==> config.mk <==
export PLATFORM = sky130hd
export DESIGN_NAME = int_ctrl
export DESIGN_NICKNAME = d
export VERILOG_FILES = /design/src/rtl/int_ctrl.sv
export SDC_FILE = /design/constraint.sdc
export NUM_CORES = 1
export LEC_CHECK = 0
export ABC_AREA = 0
export ABC_CLOCK_PERIOD_IN_PS = 4800
export BUFFER_PORTS_ARGS = -buffer_cell sky130_fd_sc_hd__buf_2
export CAP_MARGIN = 20
export CORE_UTILIZATION = 57
export DETAILED_ROUTE_END_ITERATION = 8
export PLACE_DENSITY = 0.8
export RECOVER_POWER = 100
export SYNTH_ARGS = -nofsm -noshare
export SYNTH_HDL_FRONTEND = slang
export SYNTH_SLANG_ARGS = --single-unit
export TNS_END_PERCENT = 1
==> constraint.sdc <==
create_clock -name clk -period 4.8 [get_ports clk]
set_clock_uncertainty 0.1 [all_clocks]
set_input_delay 0.48 -clock clk [delete_from_list [all_inputs] [get_ports clk]]
set_output_delay 0.48 -clock clk [all_outputs]
set_load 0.05 [all_outputs]
==> src/rtl/int_ctrl.sv <==
// 16-line external interrupt controller: synchronises INT lines, latches rising
// edges as pending and presents the highest-priority enabled one as an IRQ pulse.
module int_ctrl #(
   parameter int unsigned SYNC_STAGES = 2
) (
   input  logic        clk,
   input  logic        rst,
   input  logic [15:0] INT,
   input  logic [15:0] IRQen,
   output logic        IRQ,
   output logic [3:0]  IRQnum
);

   typedef enum logic [1:0] {
      IDLE = 2'd0,
      FIRE = 2'd1,
      GAP  = 2'd2
   } state_t;

   logic [15:0] sync_q [SYNC_STAGES];
   logic [15:0] hist_q;
   logic [15:0] pend_q, pend_d;
   logic [15:0] s, rise, cand, clr;
   logic [3:0]  sel;
   logic        found, fire;
   state_t      state_q;
   logic        irq_q;
   logic [3:0]  irqnum_q;

   always_ff @(posedge clk or negedge rst) begin
      if (!rst) begin
         for (int unsigned k = 0; k < SYNC_STAGES; k++) sync_q[k] <= '0;
         hist_q <= '0;
      end else begin
         sync_q[0] <= INT;
         for (int unsigned k = 1; k < SYNC_STAGES; k++) sync_q[k] <= sync_q[k-1];
         hist_q <= s;
      end
   end

   assign s    = sync_q[SYNC_STAGES-1];
   assign rise = s & ~hist_q;
   assign cand = pend_q & IRQen;

   // Fixed-priority encoder: lowest set index of cand wins.
   always_comb begin
      sel   = '0;
      found = 1'b0;
      for (int unsigned i = 0; i < 16; i++) begin
         if (cand[i] && !found) begin
            sel   = 4'(i);
            found = 1'b1;
         end
      end
   end

   assign fire = (state_q == IDLE) && found;
   assign clr  = fire ? (16'd1 << sel) : '0;

   // A new edge on the line being fired must survive, so set is applied after clear.
   assign pend_d = (pend_q & ~clr) | rise;

   always_ff @(posedge clk or negedge rst) begin
      if (!rst) pend_q <= '0;
      else      pend_q <= pend_d;
   end

   always_ff @(posedge clk or negedge rst) begin
      if (!rst) begin
         state_q  <= IDLE;
         irq_q    <= 1'b0;
         irqnum_q <= '0;
      end else begin
         case (state_q)
            IDLE: begin
               if (fire) begin
                  irq_q    <= 1'b1;
                  irqnum_q <= sel;
                  state_q  <= FIRE;
               end else begin
                  irq_q <= 1'b0;
               end
            end
            FIRE: begin
               irq_q   <= 1'b0;
               state_q <= GAP;
            end
            GAP: begin
               irq_q   <= 1'b0;
               state_q <= IDLE;
            end
            default: begin
               irq_q   <= 1'b0;
               state_q <= IDLE;
            end
         endcase
      end
   end

   assign IRQ    = irq_q;
   assign IRQnum = irqnum_q;

endmodule

* After elaboration in Yosys (flattened, before gate mapping)
Index checks and enable logic that the tools add are counted.
Storage, ports and cells: logic and storage cells 85, input bits 34, register bits after elaboration 71
Operators by class: equality and inequality tests 2, bitwise gates (word level) 6, shifts and indexed selects 1, reductions and logical operators 33, muxes and demuxes 36
Operators with widths (count):
- 4-bit two-way mux | 14
- 16-bit AND | 3
- 16-bit inverter | 2
- 1-bit two-way mux | 19
- 1-bit logical AND | 16
- 16-bit two-way mux | 1
- 16-bit OR | 1
- 1-bit by 4-bit << shifter with 16-bit output (first input constant) | 1
- 1-bit zero test | 15
- 2-bit one-hot mux with 2 select lines | 1
- 2-bit by 1-bit == test with 1-bit output (second input constant) | 1
- 2-bit zero test | 1
- 2-bit two-way mux | 1
- 2-bit inequality test (second input constant) | 1
- 2-bit AND reduction | 1

* Longest topological paths before layout
word-level depth 52, mapped depth 6, gate-level depth less buffers 5

* Least setup slack after synthesis
No wires, ideal clock.
kind input to register, start point input port IRQen[0], end point register pend_q[15], setup time 0.121 ns, stages on the path 6, slack 3.027 ns, arrival 1.552 ns, data required time 4.579 ns, cell sequence a22oi_2 -> and4_1 -> buf_2 -> and4b_1 -> o311ai_1 -> a22o_1
On the way: cells in the longest elaborated chain, start to end 52
Ends and longest elaborated chain:
- start, declared | line 9 | input logic [15:0] IRQen,
- 16-bit AND * | line 43 | assign cand = pend_q & IRQen;
- 1-bit two-way mux * | line 50 | if (cand[i] && !found) begin
- 1-bit zero test | line 50
- 1-bit logical AND | line 50
- 1-bit two-way mux | line 50
- 1-bit zero test | line 50
- 1-bit logical AND | line 50
- 1-bit two-way mux | line 50
- [37 not listed]
- 1-bit logical AND | line 50
- 4-bit two-way mux / 1-bit two-way mux (equally long branches) | line 50
- 1-bit by 4-bit << shifter with 16-bit output / 1-bit logical AND (equally long branches) | line 58, 57
- 16-bit two-way mux * | line 58 | assign clr = fire ? (16'd1 << sel) : '0;
- 16-bit inverter * | line 61 | assign pend_d = (pend_q & ~clr) | rise;
- 16-bit AND * | line 61
- 16-bit OR * | line 61
- via pend_d[15] | line 22 | logic [15:0] pend_q, pend_d;
- end signal, assigned | line 65 | else pend_q <= pend_d;
- end, declared | line 22
Mark *: on every way through the listed nets, which the timed path passes. The rest lies on a longest branch. A chain may end at the register's enable or synchronous reset.

* Final worst setup path
start point register pend_q[2], end point register pend_q[9]
On the way: cells in the longest elaborated chain, start to end 47
Ends and longest elaborated chain (line):
- 16-bit AND * | 43
- 1-bit logical AND * | 50
- 1-bit two-way mux | 50
- 1-bit zero test | 50
- 1-bit logical AND | 50
- 1-bit two-way mux | 50
- 1-bit zero test | 50
- 1-bit logical AND | 50
- [32 not listed]
- 1-bit logical AND | 50
- 4-bit two-way mux / 1-bit two-way mux (equally long branches) | 50
- 1-bit by 4-bit << shifter with 16-bit output / 1-bit logical AND (equally long branches) | 58, 57
- 16-bit two-way mux * | 58
- 16-bit inverter * | 61
- 16-bit AND * | 61
- 16-bit OR * | 61
- via pend_d[9] | 22
Marks and branches as above.

==> key figures <==
Status
  • Status: complete, no violations

Layout
  • Most common cell after layout, fill and taps aside: dfrtp_1
  • P&R area growth vs syn: 17.05%
  • Final nets: 271
  • Register Area: 1777 um2
  • Leading cell types in the layout, fill and taps excluded: dfrtp_1 (71), buf_2 (32), o21ai_0 (19)
  • Proportion of layout cells with a drive suffix above 1: 21.90%
  • Post-route insts no fill: 292
  • Area of the multi-input gates: 678.2 um2
  • Fill count: 298
  • Final Util: 71.71%
  • Antenna cells: 0

CTS
  • Worst-Skew Late Latency: 0.33 ns
  • Root Buffer: clkbuf_8
  • CTS tree: built
  • Worst-path clk slew: 0.07 ns
  • # resized after CTS: 0
  • Max Root-Sink Buffers: 2
  • Clk sinks: 71
  • Cts bufs inserted: 9
  • Post-CTS setup repair buffer count: 0
  • H-tree depth: 3
  • Cts-stage hold buffer count: 0

Global routing
  • Vias in the first global route: 1,633
  • Pin count of the biggest net entering global routing: 47
  • First-pass GRT wire length: 7231 um
  • Overall routing resource usage: 22.22%
  • GR Overflow Total: 0
  • Antenna violations before repair: 0

Synthesis
  • Synth area leaders: dfrtp_1 (70%), o21ai_0 (3.4%), inv_1 (2.2%)
  • Sequential area share after synthesis: 69.99%
  • Share of the synthesized area in the top cell type: 69.99%
  • Post-synth top area cell: dfrtp_1
  • Cell variety after synth: 39
  • Register bit total from synthesis: 71
  • Post-synthesis cell area: 2539 um2
  • Syn nets: 223
  • Mapped Cells: 189
  • YS warnings: 0
  • Synthesized area per cell: 13.43 um2

Die
  • DIE WIDTH: 68.74 um
  • Die height: 68.74 um
  • Ports: 39
  • Die area: 4725 um2
  • Std cell rows: 23
  • Core area: 4144 um2
  • Initial Utilization: 61.26%

Setup path
  • Slowest-stage cell, CP: a211oi_1
  • Worst EP arrival: 2.26 ns
  • R2R cell count: 5
  • CP Launch Type: register
  • Worst R2R Setup Slack: 2.63 ns
  • Reg2reg end: pend_q[9]$_DFF_PN0_
  • R2r startpoint: pend_q[2]$_DFF_PN0_
  • CP endpoint kind: register
  • CP Class: register to register
  • CP peak stage delay: 0.43 ns
  • CP endpoint: pend_q[9]$_DFF_PN0_
  • Worst setup path startpoint: pend_q[2]$_DFF_PN0_
  • CP required: 4.89 ns
  • Crit-path max FO: 6
  • Crit path cell chain: a22oi_1 > and2_0 > a32oi_1 > a211oi_1 > o22ai_1

Drt
  • DRC viols: 0
  • Detailed Route WL: 4472 um
  • 1st-iter DRT viols: 184
  • Post-route ant nets: 0
  • DR pass1 iterations: 4
  • Vias/cell: 5.709
  • Via count: 1,667
  • WL/cell: 15.32 um

Timing
  • WHS: 0.1492 ns
  • Fmax: 461.8 MHz
  • Post-Route Setup TNS: 0 ns
  • Final period util: 45.11%
  • Final min period: 2.165 ns
  • Worst slew pin tran: 1.298 ns
  • RSZ-0062 raised after global routing: false
  • Final setup margin: 2.635 ns
  • Max Slew Vio Count: 0
  • Headroom to the max-slew limit: 13.46%
  • Final Hold Fails: 0
  • Count of final setup violators: 0

Placed design
  • DP Worst Slack: 2.580 ns
  • Post-Place Cells: 276
  • Number of port buffers: 38
  • Gpl congestion: 0.8809
  • Detailed placer's ending HPWL: 3148 um

Power and ir drop
  • Maximum vdd drop: 0.3791 mV
  • PwrDens: 498.9 nW/um2
  • Total leakage power: 1.334 nW

Hold path
  • Hold Crit Class: input port to register

Flow run
  • MaxCap Viol Count: 0
-- Yosys cell counts, drive strengths merged --
cell type  number
a32o            5
or2             1
dfrtp          71
nor2            7
nand2b          2
nand3           4
nand4b          2
a22oi           5
o211a           1
o211ai          3
o311ai          1
a32oi           2
and2            3
or3             1
nor2b           2
a2111oi         1
o22ai           2
buf             1
o31ai           5
a222oi          1
a22o            5
a2bb2oi         1
and4b           1
clkbuf          1
nand4           1
a211oi          2
o21ai          19
nand2          12
inv            15
nor4b           1
a21oi           4
o2bb2ai         1
a2111o          1
and4            1
a31oi           4
-- metal layers --
layer  part of all wire, %  routed length (um)  GRT usage (%)
met2                    50                2242          37.99
met3                   4.8                 213          5.428
met1                    43                1903          25.73
met5                     0                   0              0
met4                   2.5                 113          11.99
-- stage by stage --
step | instance area [um2] | total power [W]
after CTS | 2998 | 0.001505
after floorplan | 2539 | 0.0009310
after global placement | 2790 | 0.001018
after global routing | 2972 | 0.001559
after detailed placement | 2790 | 0.001025
final | 2972 | 0.001483
-- sequential cells by signal, summed over array words and instances (netlist names) --
name / count
hist_q: 16
state_q: 2
IRQnum: 4
IRQ: 1
pend_q: 16
s: 16
sync_q: 16
-- report_power, final --
group / leakage [nW] / total (W) / switching, W / internal, W
Sequential: 0.789 / 0.000708 / 0.0000403 / 0.000668
Clock: 0.107 / 0.000479 / 0.000209 / 0.000270
Combinational: 0.437 / 0.000295 / 0.000213 / 0.0000817
-- worst max-delay path, delay by kind of cell (launching register included) --
family,cells,cell delay (ns)
AOI/OAI and AO/OA,4,1.19
DFF,1,0.41
and+or+nand+nor,1,0.32
-- cells by family after synthesis --
| group | count (synthesis) | share of synthesized area [%] |
|---|---|---|
| AND/OR/NAND/NOR | 38 | 7.936 |
| flip-flops | 71 | 69.99 |
| buffers and inverters | 17 | 2.562 |
| AO/OA/AOI/OAI | 63 | 19.52 |
-- worst min path at each step --
stage / start / endpoint / slack, ns / depth (start not counted)
after floorplan: rst / IRQ$_DFF_PN0_ / 0.08 / 0
after global placement: sync_q[30]$_DFF_PN0_ / s[14]$_DFF_PN0_ / 0.23 / 0
after detailed placement: sync_q[28]$_DFF_PN0_ / s[12]$_DFF_PN0_ / 0.23 / 0
after CTS: rst / s[0]$_DFF_PN0_ / 0.04 / 1
after global routing: INT[4] / sync_q[20]$_DFF_PN0_ / 0.14 / 1
final: INT[0] / sync_q[16]$_DFF_PN0_ / 0.15 / 1
-- layout make-up --
type / instances / share of cell area [%]
Multi-Input combinational cell: 101 / 22.82
Tap cell: 50 / 2.105
Inverter: 15 / 1.895
Clock inverter: 4 / 1.768
Timing Repair Buffer: 39 / 6.400
Sequential cell: 71 / 59.79
Clock buffer: 12 / 5.221
Power figures use the tool's default switching activity.
